`config.mk`:
```
export PLATFORM = sky130hd
export DESIGN_NAME = ra_stack
export DESIGN_NICKNAME = d
export VERILOG_FILES = /design/src/rtl/ra_stack.sv
export SDC_FILE = /design/constraint.sdc
export NUM_CORES = 1
export LEC_CHECK = 0
export ABC_AREA = 1
export BUFFER_PORTS_ARGS = -buffer_cell sky130_fd_sc_hd__buf_2
export CAP_MARGIN = 20
export CORE_ASPECT_RATIO = 0.9
export CORE_MARGIN = 5
export CORE_UTILIZATION = 40
export CTS_BUF_LIST = sky130_fd_sc_hd__clkbuf_4
export CTS_CLUSTER_DIAMETER = 40
export CTS_CLUSTER_SIZE = 16
export DETAILED_ROUTE_END_ITERATION = 16
export PLACE_DENSITY_LB_ADDON = 0.25
export SLEW_MARGIN = 30
export SYNTH_ARGS = -nofsm -noshare
export SYNTH_HDL_FRONTEND = slang
export SYNTH_SLANG_ARGS = --single-unit
```
`constraint.sdc`:
```
create_clock -name clk -period 3.8 [get_ports clk]
set_input_delay 0.38 -clock clk [delete_from_list [all_inputs] [get_ports clk]]
set_output_delay 0.38 -clock clk [all_outputs]
set_load 0.02 [all_outputs]
```
`src/rtl/ra_stack.sv`:
```
`default_nettype none
// ============================================================================
// Module   : ra_stack
// Purpose  : Return-address stack; early JR $31 target guess plus EX-stage check
// Revision : 1.0 - initial release
// ============================================================================
module ra_stack #(
   parameter int DEPTH = 8,
   parameter int PTR_W = 3
) (
   input  logic             clk,
   input  logic             reset,
   input  logic [31:0]      instr,
   input  logic             instr_valid,
   input  logic             flush,
   input  logic [31:0]      link_addr,
   input  logic             resolve_valid,
   input  logic [31:0]      resolve_target,
   output logic             pred_valid,
   output logic [31:0]      pred_target,
   output logic             mispredict,
   output logic [PTR_W:0]   depth
);

   localparam logic [PTR_W:0]   c_full    = DEPTH[PTR_W:0];
   localparam logic [PTR_W:0]   c_cnt_one = 1;
   localparam logic [PTR_W-1:0] c_ptr_one = 1;

   logic [31:0]      r_mem [DEPTH];
   logic [PTR_W-1:0] r_tp;
   logic [PTR_W:0]   r_cnt;
   logic             r_pend_valid;
   logic [31:0]      r_pend_target;
   logic             r_mispredict;

   logic             w_qual;
   logic             w_push;
   logic             w_pop;
   logic [PTR_W-1:0] w_top_idx;

   // Masked compares keep every instruction bit in the decode expression.
   assign w_qual    = instr_valid & ~flush;
   assign w_push    = w_qual & (((instr & 32'hFC00_0000) == 32'h0C00_0000) |
                                ((instr & 32'hFC00_003F) == 32'h0000_0009));
   assign w_pop     = w_qual & ((instr & 32'hFFE0_003F) == 32'h03E0_0008);
   assign w_top_idx = r_tp - c_ptr_one;

   always_comb begin
      pred_valid  = 1'b0;
      pred_target = 32'h0;
      if (w_pop && (r_cnt != '0)) begin
         pred_valid  = 1'b1;
         pred_target = r_mem[w_top_idx];
      end
   end

   // Storage is not reset; entries beyond cnt are never read.
   always_ff @(posedge clk) begin
      if (!reset && w_push) begin
         r_mem[r_tp] <= link_addr;
      end
   end

   always_ff @(posedge clk) begin
      if (reset) begin
         r_tp          <= '0;
         r_cnt         <= '0;
         r_pend_valid  <= 1'b0;
         r_pend_target <= 32'h0;
         r_mispredict  <= 1'b0;
      end else begin
         r_mispredict <= 1'b0;
         if (w_push) begin
            r_tp <= r_tp + c_ptr_one;
            if (r_cnt != c_full) begin
               r_cnt <= r_cnt + c_cnt_one;
            end
         end else if (pred_valid) begin
            r_tp  <= w_top_idx;
            r_cnt <= r_cnt - c_cnt_one;
         end
         // Resolve sees the old pending entry; a same-cycle pop then replaces it.
         if (resolve_valid) begin
            r_mispredict <= ~r_pend_valid | (r_pend_target != resolve_target);
            r_pend_valid <= 1'b0;
         end
         if (w_pop) begin
            r_pend_valid  <= pred_valid;
            r_pend_target <= pred_target;
         end
      end
   end

   assign mispredict = r_mispredict;
   assign depth      = r_cnt;

endmodule
`default_nettype wire

```
# Yosys cells after proc, flatten, opt, wreduce, memory -nomap -nowiden
# Memories as Yosys holds them, arrays and structs flattened.
# Cells that the tools add are included.
# Widths: inputs -> output; s select.
dict set report totals {
  out_inout_bits 38
  elab_cells 43
  in_bits 101
  mem_bits_rw 256
  n_memories 1
  register_bits 41
}
# memory words word_bits read_ports rd_ports_with_merged_regs wr line_no
set memory_table {}
lappend memory_table {r_mem 8 32 1 0 1 29} ;# logic [31:0] r_mem [DEPTH];
dict set report classes {
  n_eq_ne 6
  mux 11
  n_addsub 4
  reduce_logical 8
  bitwise_logic 8
}
# operator n
set op_table {}
lappend op_table {{$mux 32} 1}
lappend op_table {{$ne 32x32->1} 1}
lappend op_table {{$eq 17x11->1 const B} 1}
lappend op_table {{$eq 12x4->1 const B} 1}
lappend op_table {{$mux 4} 3}
lappend op_table {{$eq 6x2->1 const B} 1}
lappend op_table {{$mux 3} 2}
lappend op_table {{$mux 1} 5}
lappend op_table {{$add 4x1->4 const B} 1}
lappend op_table {{$ne 4x4->1 const B} 1}
lappend op_table {{$reduce_bool 2->1} 2}
lappend op_table {{$reduce_bool 4->1} 1}
lappend op_table {{$sub 4x1->4 const B} 1}
lappend op_table {{$add 3x1->3 const B} 1}
lappend op_table {{$and 1x1->1} 3}
lappend op_table {{$not 1->1} 3}
lappend op_table {{$sub 3x1->3 const B} 1}
lappend op_table {{$logic_and 1x1->1} 2}
lappend op_table {{$ne 2x1->1 const B} 1}
lappend op_table {{$or 1x1->1} 2}
lappend op_table {{$reduce_and 2->1} 1}
lappend op_table {{$reduce_or 2->1} 1}
lappend op_table {{$logic_not 1->1} 1}

# Logic depth before layout (Yosys ltp)
dict set report logic_depth {
  depth_word 7
  mapped_depth 17
  ltp_nobuf 17
}

# Worst setup path before layout
# No wires, ideal clock.
dict set report synth_timing {
  path_kind {input -> register}
  from {input instr[4]}
  to {memory r_mem[0][0] (enable)}
  required_ps 3339
  t_arrival_ps 3364
  slack_ps -25
  n_path_buf 0
  stages 9
  setup_time_ps 461
  cell_sequence {inv_1 -> nand2_2 -> nor2_1 -> nand3_1 -> nand2_1 -> nand2_2 -> nor2_1 -> nand2_1 -> nor3_1}
}
dict set report synth_via {
  elab_chain_len 6
}
# element line_no
set synth_rtl {}
lappend synth_rtl {{from (decl)} 13} ;# input logic [31:0] instr,
lappend synth_rtl {{$eq 12x4->1} 44} ;# ((instr & 32'hFC00_003F) == 32'h0000_0009));
lappend synth_rtl {{$or 1x1->1} 43} ;# assign w_push = w_qual & (((instr & 32'hFC00_0000) == 32'h0C00_0000) |
lappend synth_rtl {{$and 1x1->1} 43}
lappend synth_rtl {{$logic_and 1x1->1} 59} ;# if (!reset && w_push) begin
lappend synth_rtl {{$mux 1} 59}
lappend synth_rtl {{$mux 1 (implied by the code)} 60} ;# r_mem[r_tp] <= link_addr;
lappend synth_rtl {{to (decl)} 29}
# No other way between the ends.

# Worst setup path after layout
dict set report layout_timing {
  from {register r_tp[1]}
  to {output pred_target[4]}
}
dict set report layout_via {
  elab_chain_len 3
}
# element line_no
set layout_rtl {}
lappend layout_rtl {{from (decl)} 30} ;# logic [PTR_W-1:0] r_tp;
lappend layout_rtl {{from (signal assigned)} 74} ;# r_tp <= r_tp + c_ptr_one;
lappend layout_rtl {{from (signal assigned)} 79} ;# r_tp <= w_top_idx;
lappend layout_rtl {{$sub 3x1->3} 46} ;# assign w_top_idx = r_tp - c_ptr_one;
lappend layout_rtl {{$mem_v2 8x32} --}
lappend layout_rtl {{$mux 32} 51} ;# if (w_pop && (r_cnt != '0)) begin
lappend layout_rtl {{to (decl)} 20} ;# output logic [31:0] pred_target,
# No other way between the ends.

==> reports/metrics.csv <==
metric,value,unit
run status,completed,
"Net Count, Synth",1232,
Detailed Place HPWL,17300,um
RSZ-0062 raised after global routing,false,
footprint of the multi-input gates,3650,sq um
CP max stage delay,0.57,ns
fin cells,1730,
post-synthesis simple-gate area fraction,0.181,
largest net degree at the start of global routing,133,
final hold violations,0,
leakage,5.58,nW
Min-Delay Path Class,input port to flip-flop,
CORE AREA,31800,sq um
nets,1387,
initial antenna violation count,4,
synth cell count leaders,"300 x nand2_1, 256 x edfxtp_1, 124 x nor2_1",
switch share,0.228,
Finished Cell Area,14700,sq um
Mapped Area,12800,sq um
Worst setup EP type,primary output,
root cell of the clock tree,clkbuf_4,
Synth Area in Compound Gates,0.0808,
GRT Total Usage,0.166,
Final WS setup,0.311,ns
post-synthesis mux area share,0,
FMAX,287,MHz
worst-skew pair later-pin latency,0.69,ns
antenna-violating nets left,0,
worst slew pin tran,0.977,ns
DRT iter0 DRCs,693,
Peak VDD IR,0.158,mV
CTS Buf Count,41,
DRC,0,
"Seq/Total Area, Yosys",0.664,
syn avg cell area,11.4,sq um
Post-Synth Adder-Cell Area,0.00547,
"critical path fanouts, max",33,
PortBufs,123,
DIE AREA,35700,sq um
PwrDens,393,nW/um^2
Crit path required time,3.42,ns
row count,62,
IO Count,139,
Max-Cap Viols,0,
top cell type by total area after synthesis,edfxtp_1,
Util after Layout,0.462,
Clk pwr share,0.360,
Synth Register Bits,297,
max-slew violations,0,
Psw,0.00132,W
Post-synth EDFFs,256,
Seq pwr share,0.611,
worst path buffer plus inverter count,4,
critical path arrival,3.11,ns
CTS resizes,0,
"Distinct cells, synth",40,
"Largest delay share family, worst path",buffers and inverters,
Die X,199,um
largest family of logic cells by synthesized area,simple AND/OR/NAND/NOR gates,
warnings from Yosys,0,
min cycle time layout,3.49,ns
Total Wirelength,30700,um
Yosys top cell area share,0.600,
Startpoint Class,flip-flop,
vias in the first global route,7979,
Avg WL per Cell,17.8,um
share of post-route cells with drive strength above 1,0.231,
Initial Util,0.403,
die height,180,um
ys flop type,edfxtp_1,
Overflow after GRT,0,
Comb power frac,0.029,
final setup violation count,0,
clk sink count,297,
Vias/cell,4.95,
slowest cell on the critical path,ha_4,
Filler Cell Count,2977,
Post-Syn Instances,1126,
first-pass GRT wire length,46400,um
CTS tree,yes,
worst-case clock skew,0.0311,ns
pre-CTS WS,0.926,ns
CP Class,flip-flop to primary output,
CP cell instances,"inv_1, ha_4, buf_12, a21oi_1, a32o_1, nand2_1, nand3_2, inv_1, buf_2",
Tcrit/Tclk final,0.918,
ys async rst share,0,
Routability Congestion,0.813,
total number of vias,8572,
Internal,0.00446,W
Synth area leaders,"edfxtp_1 60%, nand2_1 8.8%, dfxtp_1 6.4%, nor2_1 3.6%, a32o_1 2.5%",
"Top cell by count, worst path",inv_1,
Reg area,8510,sq um
Max Root-Sink Buffers,3,
iteration count of the initial detailed-routing pass,5,
worst relative slew slack,0.349,
H-tree levels,2,
Clock Pin Slew Worst Setup and Hold Paths,0.11,ns
Placed Area,13700,sq um
area delta synth->final,14.6,%
xor/xnor share of the synthesized area,0.0131,
top-count cell post-synth,nand2_1,
DP Cell Count,1620,
-- per-stage QoR --
stage	setup TNS, ns	hold WS (ns)	power [W]
after CTS	0	0.116	0.00586
after global placement	0	0.469	0.00374
after global routing	0	0.179	0.00600
final	0	0.172	0.00578
after floorplan	-6.44	0.452	0.00366
after detailed placement	0	0.468	0.00374
-- power by group through the flow --
stage	Sequential (W)	Clock [W]	Combinational, W
floorplan	0.00361	0	0.0000517
global placement	0.00360	0	0.000134
detailed placement	0.00360	0	0.000138
CTS	0.00353	0.00216	0.000167
global route	0.00353	0.00229	0.000185
finish	0.00353	0.00208	0.000166
-- cell usage in the layout, fill, tap and decap left out, types with 2 or more instances in the layout --
cell	synthesis	layout
buf_12	3	3
nand4_1	3	3
bufinv_16	0	3
nand2_4	2	2
o21ai_0	45	45
clkinv_4	0	3
dfxtp_1	41	40
inv_2	2	4
inv_6	0	6
nor3_1	12	4
nor3_2	0	8
a21oi_2	32	32
nand2_2	3	4
nand3_2	32	32
buf_4	5	12
dlygate4sd3_1	0	33
xor2_1	12	12
nor2_2	4	4
nand2_1	300	299
clkinv_2	1	4
buf_2	26	123
ha_1	4	3
nor2_1	124	124
edfxtp_1	256	256
inv_1	67	67
nand3_1	39	39
a21oi_1	37	37
clkbuf_4	0	46
inv_8	1	3
o22ai_1	4	4
clkinvlp_4	0	7
xnor2_1	4	4
a32o_1	32	32
diode_2	0	3
-- routing by layer --
metal	track usage	vias up	share of wire
li1	-	4189	-
met1	0.247	4058	0.47
met2	0.248	269	0.43
met3	0.0343	54	0.077
met4	0.0443	2	0.021
met5	0	-	0.00065
-- area by class of cell --
type,instances,area share
Sequential cell,297,0.579
Multi-Input combinational cell,698,0.248
Timing Repair Buffer,172,0.0756
Tap cell,416,0.0354
Clock buffer,46,0.0235
Inverter,71,0.0187
Clock inverter,27,0.0184
Antenna cell,3,0.000511
-- final timing paths --
| check | depth (start not counted) | slack, ns | start | end |
|---|---|---|---|---|
| setup / recovery | 9 | 0.31 | r_tp[1] | pred_target[4] |
| setup reg to reg | 8 | 1.37 | r_tp[1] | r_pend_target[4] |
| hold / removal | 7 | 0.17 | resolve_target[31] | mispredict |
| hold reg to reg | 2 | 0.49 | r_pend_target[5] | r_pend_target[5] |
-- what timing repair did --
item / in CTS / in global routing
endpoints found under the setup margin: 0 / 4
hold endpoints to repair: 258 / 0
buffers inserted: 0 / 1
hold buffers: 33 / 0
-- kinds of logic (layout without fill, tap and decap cells) --
logic type      Yosys count  in the layout
xor+xnor                 17             17
flops                   297            297
fa+ha+maj                 5              5
buf+inv                 131            316
simple gates            526            526
compound gates          150            150
other cells               0              3
-- sequential cells by signal (all words and copies together), names as in the netlist --
signal	cells
mispredict	1
r_tp	3
r_mem	256
r_pend_target	32
r_pend_valid	1
depth	4
-- worst min-delay path: cells and delay by family --
kind / cells / cell delay [ns]
simple gates: 5 / 0.27
buf+inv: 1 / 0.10
xor+xnor: 1 / 0.06
(Power assumes the default switching activity.)
